$ cat src/rtl/aclk_defs.sv
// Shared constants, key codes and FSM state encoding for the alarm-clock keypad front end.
package aclk_defs;

    localparam int ROWS = 4;
    localparam int COLS = 3;

    localparam logic [3:0] NOKEY    = 4'hA;
    localparam logic [3:0] KEY_STAR = 4'hB;
    localparam logic [3:0] KEY_HASH = 4'hC;

    // Key code for each switch, indexed [row][col], columns left to right.
    localparam logic [3:0] KEYMAP [ROWS][COLS] = '{
        '{4'd1,     4'd2, 4'd3    },
        '{4'd4,     4'd5, 4'd6    },
        '{4'd7,     4'd8, 4'd9    },
        '{KEY_STAR, 4'd0, KEY_HASH}
    };

    typedef enum logic [1:0] {
        IDLE,
        PRESS_CHK,
        HELD,
        RELEASE_CHK
    } state_t;

    typedef struct packed {
        logic [3:0] key;
        logic       time_button;
        logic       alarm_button;
    } key_out_t;

    // Number of active-low columns in one row sample (0..3).
    function automatic logic [1:0] count_low(input logic [COLS-1:0] col_n);
        logic [1:0] n;
        n = '0;
        for (int c = 0; c < COLS; c++) begin
            if (!col_n[c]) n = n + 2'd1;
        end
        return n;
    endfunction

    // Maps an accepted key code onto the three level outputs.
    function automatic key_out_t decode_outputs(input logic [3:0] code);
        key_out_t o;
        o.key          = (code < 4'd10) ? code : NOKEY;
        o.time_button  = (code == KEY_STAR);
        o.alarm_button = (code == KEY_HASH);
        return o;
    endfunction

endpackage

$ cat src/rtl/aclk_row_scanner.sv
// Walks a low on each keypad row, samples the columns at the end of each dwell and
// reports a ghost-rejected single-key code once per full scan.
module aclk_row_scanner
    import aclk_defs::*;
#(
    parameter int SCAN_DIV = 2
) (
    input  logic       clock,
    input  logic       reset,
    input  logic [2:0] col_n,
    output logic [3:0] row_n,
    output logic       scan_done,
    output logic [3:0] scan_result
);

    localparam int              DW         = $clog2(SCAN_DIV + 1);
    localparam logic [DW-1:0]   LAST_DWELL = DW'(SCAN_DIV - 1);

    logic [DW-1:0] dwell;
    logic [1:0]    row;
    logic          sample;

    logic [1:0]    acc_hits;
    logic [3:0]    acc_code;
    logic [1:0]    acc_hits_next;
    logic [3:0]    acc_code_next;
    logic [1:0]    row_hits;
    logic [3:0]    row_code;
    logic [2:0]    total_hits;

    assign sample    = (dwell == LAST_DWELL);
    assign scan_done = sample && (row == 2'd3);
    assign row_n     = ~(4'b0001 << row);

    // NOTE: sequential state uses non-blocking assignments only; the comb block below uses blocking.
    always_ff @(posedge clock) begin
        if (reset) begin
            dwell    <= '0;
            row      <= '0;
            acc_hits <= '0;
            acc_code <= NOKEY;
        end else if (sample) begin
            dwell    <= '0;
            row      <= row + 2'd1;
            acc_hits <= scan_done ? 2'd0 : acc_hits_next;
            acc_code <= scan_done ? NOKEY : acc_code_next;
        end else begin
            dwell    <= dwell + DW'(1);
        end
    end

    // Hit count saturates at 2: anything beyond one key is a ghost-rejected scan.
    always_comb begin
        row_hits = count_low(col_n);
        row_code = NOKEY;
        for (int c = COLS - 1; c >= 0; c--) begin
            if (!col_n[c]) row_code = KEYMAP[row][c];
        end
        total_hits    = 3'(acc_hits) + 3'(row_hits);
        acc_hits_next = (total_hits >= 3'd2) ? 2'd2 : total_hits[1:0];
        acc_code_next = (acc_hits == 2'd0) ? row_code : acc_code;
        scan_result   = (total_hits == 3'd1) ? acc_code_next : NOKEY;
    end

endmodule

$ cat src/rtl/aclk_keypad_scanner.sv
// Keypad front end: row scanner plus a scan-rate debounce FSM driving registered
// key / time_button / alarm_button levels and a one-cycle key_press pulse.
module aclk_keypad_scanner
    import aclk_defs::*;
#(
    parameter int SCAN_DIV       = 2,
    parameter int DEBOUNCE_SCANS = 3
) (
    input  logic       clock,
    input  logic       reset,
    input  logic [2:0] col_n,
    output logic [3:0] row_n,
    output logic [3:0] key,
    output logic       time_button,
    output logic       alarm_button,
    output logic       key_press
);

    localparam logic [3:0] DB_MAX  = 4'(DEBOUNCE_SCANS);
    localparam logic [3:0] DB_LAST = 4'(DEBOUNCE_SCANS - 1);

    state_t     state;
    state_t     state_next;
    logic [3:0] cand;
    logic [3:0] cand_next;
    logic [3:0] cnt;
    logic [3:0] cnt_next;
    logic       press_next;
    key_out_t   out_next;

    logic       scan_done;
    logic [3:0] scan_result;

    // scan_done/scan_result are combinational, so the FSM and outputs load on the scan-end edge.
    aclk_row_scanner #(
        .SCAN_DIV (SCAN_DIV)
    ) u_scanner (
        .clock       (clock),
        .reset       (reset),
        .col_n       (col_n),
        .row_n       (row_n),
        .scan_done   (scan_done),
        .scan_result (scan_result)
    );

    always_ff @(posedge clock) begin
        if (reset) begin
            state        <= IDLE;
            cand         <= NOKEY;
            cnt          <= '0;
            key          <= NOKEY;
            time_button  <= 1'b0;
            alarm_button <= 1'b0;
            key_press    <= 1'b0;
        end else begin
            state        <= state_next;
            cand         <= cand_next;
            cnt          <= cnt_next;
            key          <= out_next.key;
            time_button  <= out_next.time_button;
            alarm_button <= out_next.alarm_button;
            key_press    <= press_next;
        end
    end

    // NOTE: every comb output gets a default first so no path leaves a latch behind.
    always_comb begin
        state_next = state;
        cand_next  = cand;
        cnt_next   = cnt;
        press_next = 1'b0;

        if (scan_done) begin
            case (state)
                IDLE: begin
                    if (scan_result != NOKEY) begin
                        state_next = PRESS_CHK;
                        cand_next  = scan_result;
                        cnt_next   = 4'd1;
                    end
                end
                PRESS_CHK: begin
                    if (scan_result == cand) begin
                        if (cnt >= DB_LAST) begin
                            state_next = HELD;
                            cnt_next   = DB_MAX;
                            press_next = 1'b1;
                        end else begin
                            cnt_next   = cnt + 4'd1;
                        end
                    end else if (scan_result == NOKEY) begin
                        state_next = IDLE;
                        cnt_next   = '0;
                    end else begin
                        cand_next  = scan_result;
                        cnt_next   = 4'd1;
                    end
                end
                HELD: begin
                    if (scan_result != cand) begin
                        state_next = RELEASE_CHK;
                        cnt_next   = 4'd1;
                    end
                end
                RELEASE_CHK: begin
                    // A returning key is a glitch: back to HELD with no new press pulse.
                    if (scan_result == cand) begin
                        state_next = HELD;
                        cnt_next   = DB_MAX;
                    end else if (cnt >= DB_LAST) begin
                        state_next = IDLE;
                        cnt_next   = '0;
                    end else begin
                        cnt_next   = cnt + 4'd1;
                    end
                end
                default: begin
                    state_next = IDLE;
                    cnt_next   = '0;
                end
            endcase
        end

        out_next = decode_outputs(NOKEY);
        if (state_next == HELD || state_next == RELEASE_CHK) begin
            out_next = decode_outputs(cand_next);
        end
    end

endmodule

$ cat config.mk
export PLATFORM = sky130hd
export DESIGN_NAME = aclk_keypad_scanner
export DESIGN_NICKNAME = d
export VERILOG_FILES = /design/src/rtl/aclk_defs.sv /design/src/rtl/aclk_row_scanner.sv /design/src/rtl/aclk_keypad_scanner.sv
export SDC_FILE = /design/constraint.sdc
export NUM_CORES = 1
export LEC_CHECK = 0
export BUFFER_PORTS_ARGS = -buffer_cell sky130_fd_sc_hd__buf_2
export CAP_MARGIN = 20
export CORE_ASPECT_RATIO = 0.9
export CORE_MARGIN = 2
export CORE_UTILIZATION = 35
export CTS_CLUSTER_SIZE = 40
export DETAILED_ROUTE_END_ITERATION = 12
export MAX_ROUTING_LAYER = met4
export PLACE_DENSITY = 0.63
export SYNTH_ARGS = -nofsm -noshare
export SYNTH_HDL_FRONTEND = slang
export SYNTH_HIERARCHICAL = 1
export SYNTH_SLANG_ARGS = --single-unit
$ cat constraint.sdc
create_clock -name clock -period 3.3 [get_ports clock]
set_input_delay 0.33 -clock clock [delete_from_list [all_inputs] [get_ports clock]]
set_output_delay 0.33 -clock clock [all_outputs]
set_load 0.01 [all_outputs]
Word-level counts from Yosys, hierarchy flattened
Index checks and enable logic that the tools add are counted.
{"block": "totals", "ff_bits": 27, "input_bits": 5, "out_inout_bits": 11, "word_cells": 91}
{"block": "op_classes", "add_sub_neg": 6, "magnitude_cmp": 4, "eq_ne": 16, "shift": 1, "mux": 37, "bitwise": 7, "n_reduce_logical": 9}
{"cell": "2-to-1 mux 4 bit", "n": 16}
{"cell": "binary-select mux 12 bit (select 2 bit)", "n": 1}
{"cell": "2-to-1 mux 12 bit", "n": 2}
{"cell": "2-to-1 mux 2 bit", "n": 12}
{"cell": "one-hot mux 4 bit (4 select lines)", "n": 1}
{"cell": "== test 4 bit, second input constant", "n": 3}
{"cell": "== test 2 bit, second input constant", "n": 5}
{"cell": "one-hot mux 2 bit (4 select lines)", "n": 1}
{"cell": "one-hot mux 4 bit (2 select lines)", "n": 1}
{"cell": "adder 2 x 1 -> 2 bit, second input constant", "n": 3}
{"cell": "NOT 1 bit", "n": 5}
{"cell": "adder 4 x 1 -> 4 bit, second input constant", "n": 1}
{"cell": "== test 2 x 1 -> 1 bit, second input constant", "n": 2}
{"cell": "== test 4 bit", "n": 1}
{"cell": "greater-or-equal comparator 4 x 2 -> 1 bit, second input constant", "n": 1}
{"cell": "logical NOT 2 bit", "n": 2}
{"cell": "< comparator 4 bit, second input constant", "n": 1}
{"cell": "!= test 2 bit, second input constant", "n": 2}
{"cell": "!= test 4 bit", "n": 1}
{"cell": "!= test 4 bit, second input constant", "n": 1}
{"cell": "NOT 4 bit", "n": 1}
{"cell": "OR reduction 2 bit", "n": 2}
{"cell": "OR reduction 4 bit", "n": 1}
{"cell": "<< shifter 1 x 2 -> 4 bit, first input constant", "n": 1}
{"cell": "other kinds (11)", "n": 13}

Depth between registers and ports, before layout
{"block": "depth", "word_depth": 18, "depth_mapped": 14, "mapped_depth_nobuf": 13}

Hierarchy
The synthesis kept the hierarchy.
{"mod": "aclk_keypad_scanner", "n_inst": 1, "cells_per_inst": 96, "area_each_um2": 827.0, "seq_area_each_um2": 340.3}
{"mod": "aclk_row_scanner", "n_inst": 1, "cells_per_inst": 79, "area_each_um2": 724.4, "seq_area_each_um2": 200.2}

Worst setup path before layout
Ideal clock, no wire load.
{"block": "synth_path", "kind": "input to register", "start": "input col_n[0]", "end": "register cnt[1]", "setup_time_ps": 67, "arrival_ps": 3429, "required_time_ps": 3233, "path_slack_ps": -196, "path_stages": 14, "n_path_buf": 1, "cell_sequence": "inv_1 -> ha_1 -> xnor2_1 -> ha_1 -> fa_1 -> or3b_1 -> nor3_1 -> a31oi_1 -> xor2_1 -> nor4_2 -> buf_4 -> nor2_1 -> or4_4 -> a21oi_2"}
{"block": "synth_between", "elab_chain_cells": 11, "elab_cells_between_ends": 19, "cone_classes": "3 x add/sub; 6 x eq/ne; 9 x mux; 1 x reduce/logical"}
{"element": "start: declaration", "line": "aclk_keypad_scanner.sv:11", "source": "input logic [2:0] col_n,"}
{"element": "2-to-1 mux 1 bit", "line": "aclk_defs.sv:37", "source": "if (!col_n[c]) n = n + 2'd1;"}
{"element": "adder 1 x 1 -> 2 bit", "line": "aclk_defs.sv:37"}
{"element": "2-to-1 mux 2 bit", "line": "aclk_defs.sv:37"}
{"element": "adder 2 x 1 -> 2 bit", "line": "aclk_defs.sv:37"}
{"element": "2-to-1 mux 2 bit", "line": "aclk_defs.sv:37"}
{"element": "adder 2 x 2 -> 3 bit", "line": "aclk_row_scanner.sv:59", "source": "total_hits = 3'(acc_hits) + 3'(row_hits);"}
{"element": "== test 3 x 1 -> 1 bit", "line": "aclk_row_scanner.sv:62", "source": "scan_result = (total_hits == 3'd1) ? acc_code_next : NOKEY;"}
{"element": "2-to-1 mux 4 bit *", "line": "aclk_row_scanner.sv:62"}
{"element": "net scan_result[3]", "line": "aclk_keypad_scanner.sv:32", "source": "logic [3:0] scan_result;"}
{"element": "== test 4 bit (tied with other cells)", "line": "aclk_keypad_scanner.sv:83, aclk_keypad_scanner.sv:107"}
{"element": "2-to-1 mux 4 bit (tied with other cells)", "line": "aclk_keypad_scanner.sv:107", "source": "if (scan_result == cand) begin"}
{"element": "one-hot mux 4 bit (4 select lines) / AND reduction 3 bit (equally long branches)"}
{"element": "end signal: assignment", "line": "aclk_keypad_scanner.sv:58", "source": "cnt <= cnt_next;"}
{"element": "end: declaration", "line": "aclk_keypad_scanner.sv:26", "source": "logic [3:0] cnt;"}
The timed path passes the listed nets; every way through them passes the cells marked *.
A chain may end at the register's enable or synchronous reset.

Worst setup path in the final report
Ends and elaborated chain as after synthesis.

==> metrics <==
status=finished clean; DRC Markers=0; P_leak=slightly above 0.8 nW; number of enable flip-flop cells after synthesis=0; GRT overflow=0; clock buffer depth=2; post-place setup slack=-0.223 ns; Worst-Skew Late Latency=about 0.28 ns; CP required=between 3 and 4 ns; drt initial violations=60; Fmax achieved=306 MHz; CP startpoint=col_n[0]; total inserted antenna cells=0; WL/cell=12.4 um; launching point of the worst reg2reg path=u_scanner/acc_hits[0]$_SDFFE_PP0P_; worst setup path end=cnt[1]$_SDFFE_PP0P_; router iterations before antenna repair=4; reg-to-reg endpoint=cnt[1]$_SDFFE_PP0P_; number of global-route vias before repair=between 1000 and 1500; Pins Over Slew Limit=0; Synthesis Warnings=6; CP cell instances=buf_6 -> inv_4 -> ha_4 -> xnor2_2 -> ha_2 -> fa_2 -> or3b_4 -> nor3_2 -> a31oi_2 -> xor2_1 -> nor4_2 -> buf_4 -> nor2_2 -> or4_4 -> a21oi_2; GRT Util Overall=0.147; largest net degree at the start of global routing=19; CTS buffer count=3; routed vias=about 1300; slowest CP cell=or4_4; DIE AREA=between 4000 and 5000 sq um; CTS HTree Levels=1; final worst-path cycle share=0.989; CP max stage delay=around 0.52 ns; root buf cell=clkbuf_8; initial antenna violation count=0; synthesized area per cell=between 8 and 9 sq um; skew final=around 0.0032 ns; Setup TNS=0 ns; clk sinks=27; design area=between 1500 and 2000 sq um; clock slew at reported path FFs=0.09 ns; Initial Util=0.373; port bufs=15; Cells after Synth=between 150 and 200; Synth Flop Type=dfxtp_1; minimum clock period=between 3 and 4 ns; first-pass GRT wire length=~5.5 mm; CTS tree=done; VDD IR max=between 0.2 and 0.3 mV; Post-DRT Antenna Nets=0; area of the multi-input gates=1000 sq um; Pwr Density=around 460 nW/um^2; critical path depth=15; number of top-level pins=16; final worst slack=~0.035 ns; die height=about 67 um; Vias per Instance=approximately 4.9; NumNets Final=about 220; WP buf/inv=3; Synth cell types=55; Final Power=between 800 and 900 uW; area post-placement=1780 sq um; cell family contributing the most delay on the critical path=simple AND/OR/NAND/NOR gates; crit end category=register; Post-DP HPWL=approximately 2.4 mm; Final Wtd Congestion=~0.84; count of final setup violators=0; Synth Net Count=between 150 and 200; Routed Wire Length=between 3 and 4 mm; width of the die=74.2 um; Reg2Reg Depth=11; Worst Path Max Fanout=5; WP data arrival=3.49 ns; Tightest Pin Transition=between 0.6 and 0.7 ns; Mapped Area=between 1500 and 2000 sq um; max_slew headroom=0.585; register area share after synthesis=0.348; Crit Path Category=input pin to register; flop2flop setup slack=0.15 ns; RSZ-0062 raised after global routing=true; row count=22; worst min path class=register to register; sequential cell area=roughly 540 sq um; fillcell total=just under 400; startpoint class of the critical path=input pin; Post-CTS Hold Fix Bufs=0; max-cap violation count=0; Core ar.=between 4000 and 5000 sq um; Area Overhead vs Synth=25.1%; Hold Vio Cnt, Final=0; layout cells sized above 1=0.299; share of flip-flops with an asynchronous set or reset=0; Yosys reg bits=27
-- area by class of cell --
type / instances / share of cell area
clock buffer: 3 / 0.0213
clock inverter: 1 / 0.00387
timing repair buffer: 30 / 0.105
multi-input combinational: 126 / 0.517
inverter: 17 / 0.0355
sequential: 27 / 0.279
tap: 60 / 0.0387
-- worst min path at each step --
| stage | start | cells past startpoint | endpoint |
|---|---|---|---|
| 4_1_cts | reset | 2 | u_scanner/row[0]$_SDFFE_PP0P_ |
| 6_report | u_scanner/dwell[0]$_SDFF_PP0_ | 1 | u_scanner/dwell[0]$_SDFF_PP0_ |
| 2_1_floorplan | u_scanner/dwell[0]$_SDFF_PP0_ | 1 | u_scanner/dwell[0]$_SDFF_PP0_ |
| 3_3_place_gp | u_scanner/dwell[0]$_SDFF_PP0_ | 1 | u_scanner/dwell[0]$_SDFF_PP0_ |
| 3_5_place_dp | u_scanner/dwell[0]$_SDFF_PP0_ | 1 | u_scanner/dwell[0]$_SDFF_PP0_ |
| 5_1_grt | reset | 2 | cand[0]$_SDFF_PP0_ |
-- cell usage after synthesis (all sizes together) (4+ instances only) --
cell type	n	area share
nand2	12	0.029
nor2	11	0.027
nor3	8	0.026
xor2	4	0.023
o21ai	4	0.013
a21oi	12	0.041
ha	11	0.089
nand2b	8	0.032
inv	17	0.041
a32o	5	0.034
dfxtp	27	0.35
-- per-stage QoR --
step                utilization  hold WS [ns]  instances
detailed placement        0.429         0.423        258
finish                    0.467         0.432        264
floorplan                     -         0.404        175
global route              0.467         0.446        264
global placement          0.429         0.420        258
CTS                       0.440         0.435        262
-- report_power, final --
group | internal, mW | leakage [nW] | switching (mW) | total [mW]
Combinational | 0.163 | 0.575 | 0.172 | 0.335
Clock | 0.0860 | 0.0217 | 0.109 | 0.194
Sequential | 0.342 | 0.219 | 0.0167 | 0.359
-- cells by family (layout without fill, tap and decap cells) --
group                    after synthesis  after routing  synth area share
flip-flops                            27             27             0.348
adder cells (fa/ha/maj)               12             12             0.102
AO/OA/AOI/OAI                         44             44             0.203
AND/OR/NAND/NOR                       62             62             0.240
XOR/XNOR                               7              7            0.0395
multiplexers                           1              1           0.00645
buffers and inverters                 22             51            0.0605
-- layer usage --
layer / global-route usage / vias to the layer above / routed length (um)
li1: - / 685 / -
met1: 0.187 / 595 / 1710
met2: 0.229 / 18 / 1420
met3: 0.0373 / 5 / 101
met4: 0.0455 / 0 / 38
met5: - / - / 0
-- layout by cell type (no fill, tap or decap), types with 3 or more instances in the layout --
cell / n
o211ai_1: 3
nand2_1: 12
o21ai_0: 3
nand2b_1: 8
ha_1: 9
clkbuf_8: 3
dfxtp_1: 27
nor2_1: 10
nor3_1: 6
a21oi_1: 11
buf_4: 15
buf_2: 13
xor2_1: 4
a32o_2: 4
inv_1: 15
-- state kept, by name, summed over array words and instances, names as in the netlist --
signal / count
alarm_button: 1
time_button: 1
u_scanner/dwell: 2
cnt: 4
key: 4
u_scanner/row: 2
key_press: 1
u_scanner/acc_hits: 2
state: 2
cand: 4
u_scanner/acc_code: 4
-- repair_timing --
action / CTS / global route
setup buffers: 0 / 3
resized for setup: 0 / 23
setup endpoints to repair: 0 / 7
Power figures use the tool's default switching activity.
